<file path="config.mk">
export PLATFORM = sky130hd
export DESIGN_NAME = hazard_ctrl
export DESIGN_NICKNAME = d
export VERILOG_FILES = /design/src/rtl/hazard_ctrl.sv
export SDC_FILE = /design/constraint.sdc
export NUM_CORES = 1
export LEC_CHECK = 0
export BUFFER_PORTS_ARGS = -buffer_cell sky130_fd_sc_hd__clkbuf_2
export CAP_MARGIN = 20
export CORE_MARGIN = 2
export CORE_UTILIZATION = 43
export DETAILED_ROUTE_END_ITERATION = 16
export PLACE_DENSITY = 0.75
export SYNTH_ARGS = -nofsm -noshare
export SYNTH_HDL_FRONTEND = slang
export SYNTH_SLANG_ARGS = --single-unit
export TNS_END_PERCENT = 5
</file>
<file path="constraint.sdc">
create_clock -name clk -period 3.8 [get_ports clk]
set_input_delay 0.76 -clock clk [delete_from_list [all_inputs] [get_ports clk]]
set_output_delay 0.76 -clock clk [all_outputs]
set_load 0.1 [all_outputs]
</file>
<file path="src/rtl/hazard_ctrl.sv">
// Pipeline sequencing controller: load-use interlock, multi-cycle MDU hold,
// wrong-path fetch squash and a saturating stall-cycle counter.
module hazard_ctrl #(
  parameter int unsigned MDU_CYCLES = 4,     // stall cycles per mult/div, 2..255
  parameter bit          DELAY_SLOT = 1'b1,  // 1: delay slot executes, no IF/ID squash
  parameter int unsigned CNT_W      = 16
) (
  input  logic             clk,
  input  logic             reset,
  input  logic [4:0]       rs_id,
  input  logic [4:0]       rt_id,
  input  logic             use_rs,
  input  logic             use_rt,
  input  logic [4:0]       rd_exe,
  input  logic             memread_exe,
  input  logic             regwrite_exe,
  input  logic             redirect_id,
  input  logic             mdu_start,
  output logic             pc_en,
  output logic             ifid_en,
  output logic             ifid_flush,
  output logic             idex_en,
  output logic             idex_flush,
  output logic             exmem_flush,
  output logic             id_lw_exe,
  output logic             id_lw,
  output logic             keep,
  output logic             mdu_done,
  output logic [CNT_W-1:0] stall_cnt
);

  localparam logic [7:0] MduLoad = 8'(MDU_CYCLES - 1);

  typedef enum logic [1:0] {StRun, StLdWait, StMduBusy} state_e;

  state_e           state_q, state_d;
  logic [7:0]       cnt_q, cnt_d;
  logic [CNT_W-1:0] stall_cnt_q, stall_cnt_d;

  logic hz;
  logic stall_mdu;
  logic stall_ld;
  logic redir_ok;

  // Load in EXE whose destination is a live source operand of the ID instruction.
  assign hz = memread_exe & regwrite_exe & (rd_exe != 5'd0) &
              ((use_rs & (rd_exe == rs_id)) | (use_rt & (rd_exe == rt_id)));

  // Next-state and stall decode; MDU wins over load-use, which wins over redirect.
  always_comb begin
    state_d   = state_q;
    cnt_d     = cnt_q;
    stall_mdu = 1'b0;
    stall_ld  = 1'b0;
    id_lw     = 1'b0;
    mdu_done  = 1'b0;
    redir_ok  = 1'b0;
    unique case (state_q)
      StRun: begin
        if (mdu_start) begin
          stall_mdu = 1'b1;
          cnt_d     = MduLoad;
          state_d   = StMduBusy;
        end else if (hz) begin
          stall_ld = 1'b1;
          state_d  = StLdWait;
        end else begin
          redir_ok = 1'b1;
        end
      end
      StLdWait: begin
        id_lw   = 1'b1;
        state_d = StRun;
        if (mdu_start) begin
          stall_mdu = 1'b1;
          cnt_d     = MduLoad;
          state_d   = StMduBusy;
        end else begin
          redir_ok = 1'b1;
        end
      end
      StMduBusy: begin
        // hz and mdu_start are deliberately ignored while the MDU holds the pipe.
        if (cnt_q != 8'd0) begin
          stall_mdu = 1'b1;
          cnt_d     = cnt_q - 8'd1;
        end else begin
          mdu_done = 1'b1;
          redir_ok = 1'b1;
          state_d  = StRun;
        end
      end
      default: state_d = StRun;
    endcase
  end

  // Pipeline register controls derived from the active stall kind.
  always_comb begin
    pc_en       = ~(stall_mdu | stall_ld);
    ifid_en     = ~(stall_mdu | stall_ld);
    idex_en     = ~stall_mdu;
    idex_flush  = stall_ld;
    exmem_flush = stall_mdu;
    id_lw_exe   = stall_ld;
    keep        = stall_mdu | stall_ld;
    ifid_flush  = redir_ok & redirect_id & ~DELAY_SLOT;
  end

  // Saturating count of front-end stall cycles.
  always_comb begin
    stall_cnt_d = stall_cnt_q;
    if (keep && (stall_cnt_q != {CNT_W{1'b1}})) begin
      stall_cnt_d = stall_cnt_q + CNT_W'(1);
    end
  end

  assign stall_cnt = stall_cnt_q;

  // State, MDU counter and stall counter registers.
  always_ff @(posedge clk or posedge reset) begin
    if (reset) begin
      state_q     <= StRun;
      cnt_q       <= 8'd0;
      stall_cnt_q <= '0;
    end else begin
      state_q     <= state_d;
      cnt_q       <= cnt_d;
      stall_cnt_q <= stall_cnt_d;
    end
  end

endmodule

</file>
==> flow_metrics.tcl, run 1 <==
set metrics [dict create \
    layout.cells.non_filler 243 \
    drt_iter0_markers 32 \
    vias 1214 \
    cts_tree "yes" \
    place_inst 238 \
    gp_congestion 0.779 \
    finalHoldViolations 0 \
    timing.fmax_mhz 293 \
    wl_mm 2.91 \
    crit_chain "inv_1 > ha_1 > nor3b_1 > a21boi_2 > nor2_4 > inv_2 > a21oi_4 > clkbuf_2" \
    drive_above_1_share 0.325 \
    area_growth_pct 20.5 \
    drc 0 \
    critPathLaunch "cnt_q[0]" \
    r2r_cells 9 \
    die_h_um 63.3 \
    cts_root_buf "clkbuf_4" \
    synth_warnings 0 \
    critPathRequiredTime_ps 3040 \
    dpl_worst_slack_ps 707 \
    slowest_delay_ps 550 \
    start_kind "flip-flop" \
    synthFlopType "dfrtp_1" \
    rsz0062_at_grt "no" \
    die-area_mm2 0.00401 \
    port_buffers 46 \
    hold_slack_ps 299 \
    syn_inst 152 \
    ys_types 42 \
    crit_buf_inv 3 \
    grt_pass1_vias 1085 \
    boundaryPins 49 \
    crit_fanout 18 \
    cts_buffers 3 \
    grt_first_pass_wirelength_mm 4.73 \
    timing.final.crit_share 0.898 \
    cp-endpoint "ifid_en" \
    synth-edff-count 0 \
    core_mm2 0.00336 \
    clk_pin_slew_ps 140 \
    worst_path_max_delay_cell "clkbuf_2" \
    avgSynthCellArea_um2 9.96 \
    fillerInstances 347 \
    clkLatencyLatePin_ps 320 \
    worst_slack_ps 386 \
    r2r_end "stall_cnt[1]" \
    arrival_ps 2650 \
    antennaDiodeCount 0 \
    status "complete, no violations" \
    cts-resized-gates 0 \
    worst-setup-path-type "reg2out" \
    syn_nets 177 \
    routedWlPerCell_um 12.0 \
    worstMarginPinSlew_ps 615 \
    grt_max_degree 27 \
    endpoint_kind "primary output" \
    die_w_um 63.3 \
    max-slew-margin-rel 0.589 \
    synthArstFlopShare 1.00 \
    maxCapViolCount 0 \
    row_count 21 \
    cp.depth 8 \
    holdCritPathClass "in2async" \
    cts_sinks 26 \
    yosysSeqAreaShare 0.430 \
    firstDrtPassIters 4 \
    r2r_setup_slack_ps 1440 \
    nNetsFinal 223 \
    clock_path_buffers 2 \
    grt.total_usage 0.147 \
    dp_hpwl_mm 2.22 \
    initial_core_util 0.450 \
    slew_violations 0 \
    finalSetupViolCount 0 \
    grt-ovfl-total 0 \
    fin_crit_ps 3410 \
    syn-cell-area_mm2 0.00151 \
    vias_per_cell 5.00 \
    ant_nets 0 \
    finalSetupTns_ps 0 \
    antenna_found_initial 0 \
    r2r_start "cnt_q[0]" \
    ys_ff_latch 26 \
    post-cts-setup-buffer-count 0 \
    skew_ps 2.81 \
    cts_hold_buf 0 \
    critPathTopFamily "buffers and inverters" \
    cts_max_level 1 \
]
state kept, by name, indices dropped and copies added, names as in the netlist:
name,count
cnt_q,8
stall_cnt,16
state_q,2
layout make-up:
cell class	count	area [µm²]	share of cell area
flip-flops and latches	26	651	0.357
multi-input cells	114	800	0.438
repair buffers	47	258	0.141
clock buffers	4	36.3	0.0199
inverters	6	22.5	0.0123
well taps	46	57.6	0.0316
kinds of logic (layout without fill, tap and decap cells):
group	Yosys count	in the layout	synth area share
buffers and inverters	12	57	0.0421
adders and majority gates	2	2	0.0165
AOI/OAI and AO/OA	11	11	0.0612
DFF	26	26	0.430
and+or+nand+nor	71	71	0.274
other	1	1	0.00248
muxes	4	4	0.0297
xor gates and xnor gates	25	25	0.145
metal layers:
metal	track usage	share of wire	vias to the layer above
li1	-	-	602
met1	0.189	0.46	573
met2	0.241	0.48	37
met3	0.0357	0.061	2
met4	0.0489	0.0041	0
met5	0	0	-
cell usage after synthesis (3+ instances only):
library cell / n / area, µm²
buf_4: 3 / 22.5
xnor2_1: 12 / 105
nand4_1: 3 / 18.8
and3_1: 5 / 31.3
and2_1: 4 / 25.0
inv_1: 5 / 18.8
mux2_2: 3 / 33.8
nor3_1: 6 / 30.0
nor2b_1: 3 / 18.8
xor2_1: 13 / 114
nand2_1: 13 / 48.8
dfrtp_1: 26 / 651
nand3_1: 9 / 45.0
nor2_1: 13 / 48.8
a21oi_1: 3 / 15.0
worst min path at each step:
stage / start / end / slack (ps)
final: reset / state_q[0] / 300
after global routing: reset / state_q[0] / 280
after CTS: stall_cnt[9] / stall_cnt[9] / 500
after detailed placement: stall_cnt[9] / stall_cnt[9] / 490
after global placement: stall_cnt[11] / stall_cnt[11] / 480
after floorplan: cnt_q[0] / cnt_q[0] / 480
metrics by stage:
step            util  instance area (µm²)
2_1_floorplan      -                 1510
3_3_place_gp   0.523                 1760
3_5_place_dp   0.523                 1760
4_1_cts        0.534                 1800
5_1_grt        0.542                 1820
6_report       0.542                 1820
layout by cell type, fill, tap and decap left out, types with 2 or more instances in the layout:
cell type | synthesis | routed
clkbuf_2 | 0 | 46
dfrtp_1 | 26 | 26
nor2_1 | 13 | 13
nand2_1 | 13 | 13
xor2_1 | 13 | 13
xnor2_1 | 12 | 12
nand3_1 | 9 | 9
nor3_1 | 6 | 6
and3_1 | 5 | 5
inv_1 | 5 | 5
and2_1 | 4 | 4
nand4_1 | 3 | 3
nor2b_1 | 3 | 3
mux2_2 | 3 | 3
a21oi_1 | 3 | 3
clkbuf_4 | 0 | 3
a21oi_4 | 2 | 2
and3b_1 | 2 | 2
nor3_2 | 2 | 2
ha_1 | 2 | 2
Power of run 1 is left out: the tool's default activity adds up to more than one toggle a clock period on the data nets, which glitch-free logic cannot reach.
==> run 2, diff against run 1 <==
REMOVE_ABC_BUFFERS = 1   (was not set)
==> run 2 against run 1 <==
Against the previous run: global-route usage increased by 1.9 points; critical path depth unchanged; cell area is the same; first-iteration DRC count increased by 63%; die area is the same; core utilization unchanged; sequential share of layout area is the same; worst setup slack improved by 14 ps; highest routed layer unchanged.
==> flow_metrics.tcl, run 2 (synthesized netlist as in run 1, its figures left out) <==
set metrics [dict create \
    arrival_ps 2640 \
    slew_violations 0 \
    critPathLaunch "cnt_q[0]" \
    hold_slack_ps 329 \
    dp_hpwl_mm 2.28 \
    status "complete, no violations" \
    cts_hold_buf 0 \
    grt.total_usage 0.165 \
    cts_sinks 26 \
    clk_pin_slew_ps 140 \
    largest_reg_flops 16 \
    routedWlPerCell_um 12.1 \
    cts_tree "yes" \
    maxCapViolCount 0 \
    antennaDiodeCount 0 \
    clock_path_buffers 2 \
    cts_buffers 3 \
    grt_pass1_vias 1211 \
    initial_core_util 0.450 \
    skew_ps 8.15 \
    rsz0062_at_grt "no" \
    timing.fmax_mhz 294 \
    drive_above_1_share 0.325 \
    ant_nets 0 \
    wl_mm 2.94 \
    die_w_um 63.3 \
    antenna_found_initial 0 \
    worst_slack_ps 400 \
    boundaryPins 49 \
    grt_first_pass_wirelength_mm 5.30 \
    row_count 21 \
    area_growth_pct 20.5 \
    drt_iter0_markers 52 \
    layout.cells.non_filler 243 \
    critPathRequiredTime_ps 3040 \
    r2r_cells 9 \
    finalSetupViolCount 0 \
    cts-resized-gates 0 \
    drc 0 \
    vias 1211 \
    grt-ovfl-total 0 \
    fillerInstances 325 \
    grt_max_degree 27 \
    nNetsFinal 223 \
    die-area_mm2 0.00401 \
    worstMarginPinSlew_ps 596 \
    crit_fanout 18 \
    dpl_worst_slack_ps 716 \
    post-cts-setup-buffer-count 0 \
    port_buffers 46 \
    max-slew-margin-rel 0.602 \
    firstDrtPassIters 5 \
    mostFrequentLayoutCell "clkbuf_2" \
    start_kind "flip-flop" \
    utilization 0.542 \
    timing.final.crit_share 0.895 \
    core_mm2 0.00336 \
    r2r_end "stall_cnt[1]" \
    cts_root_buf "clkbuf_4" \
    vias_per_cell 4.98 \
    clkLatencyLatePin_ps 330 \
    gp_congestion 0.743 \
    holdCritPathClass "in2async" \
    finalHoldViolations 0 \
    r2r_start "cnt_q[0]" \
    layout_common_cells "clkbuf_2, dfrtp_1, nor2_1, nand2_1, xor2_1" \
    cts_max_level 1 \
    endpoint_kind "primary output" \
    r2r_setup_slack_ps 1470 \
    place_inst 238 \
    worst-setup-path-type "reg2out" \
    fin_crit_ps 3400 \
    die_h_um 63.3 \
]
run 2: metal layers:
metal | GRT usage | up-vias | share of wire
met5 | 0 | - | 0
met4 | 0.0543 | 0 | 0.012
met3 | 0.0446 | 5 | 0.044
met2 | 0.275 | 24 | 0.50
met1 | 0.208 | 579 | 0.45
li1 | - | 603 | -
run 2: per-stage QoR:
stage / area [µm²] / TNS (ps)
floorplan: 1470 / -2710
global placement: 1760 / 0
detailed placement: 1760 / 0
CTS: 1800 / 0
global route: 1820 / 0
finish: 1820 / 0
run 2: critical path, stage by stage, from the launching register on:
cell and delay, ps:
dfrtp_1 440, inv_1 70, ha_1 180, nor3b_1 300
a21boi_2 160, nor2_4 130, inv_2 80, a21oi_4 390
clkbuf_2 550
run 2: cell type report:
cell class / count / area, µm² / share of cell area
clock buffers: 4 / 36.3 / 0.0199
flip-flops and latches: 26 / 651 / 0.357
multi-input cells: 114 / 800 / 0.438
well taps: 46 / 57.6 / 0.0316
repair buffers: 47 / 258 / 0.141
inverters: 6 / 22.5 / 0.0123
run 2: worst max-delay path by stage:
stage / end / slack (ps) / cells past startpoint
after CTS: pc_en / 390 / 8
final: pc_en / 400 / 8
after floorplan: keep / -1110 / 8
after detailed placement: pc_en / 720 / 5
after global placement: ifid_en / 740 / 5
after global routing: pc_en / 190 / 8
Power of run 2 is left out for the same reason.
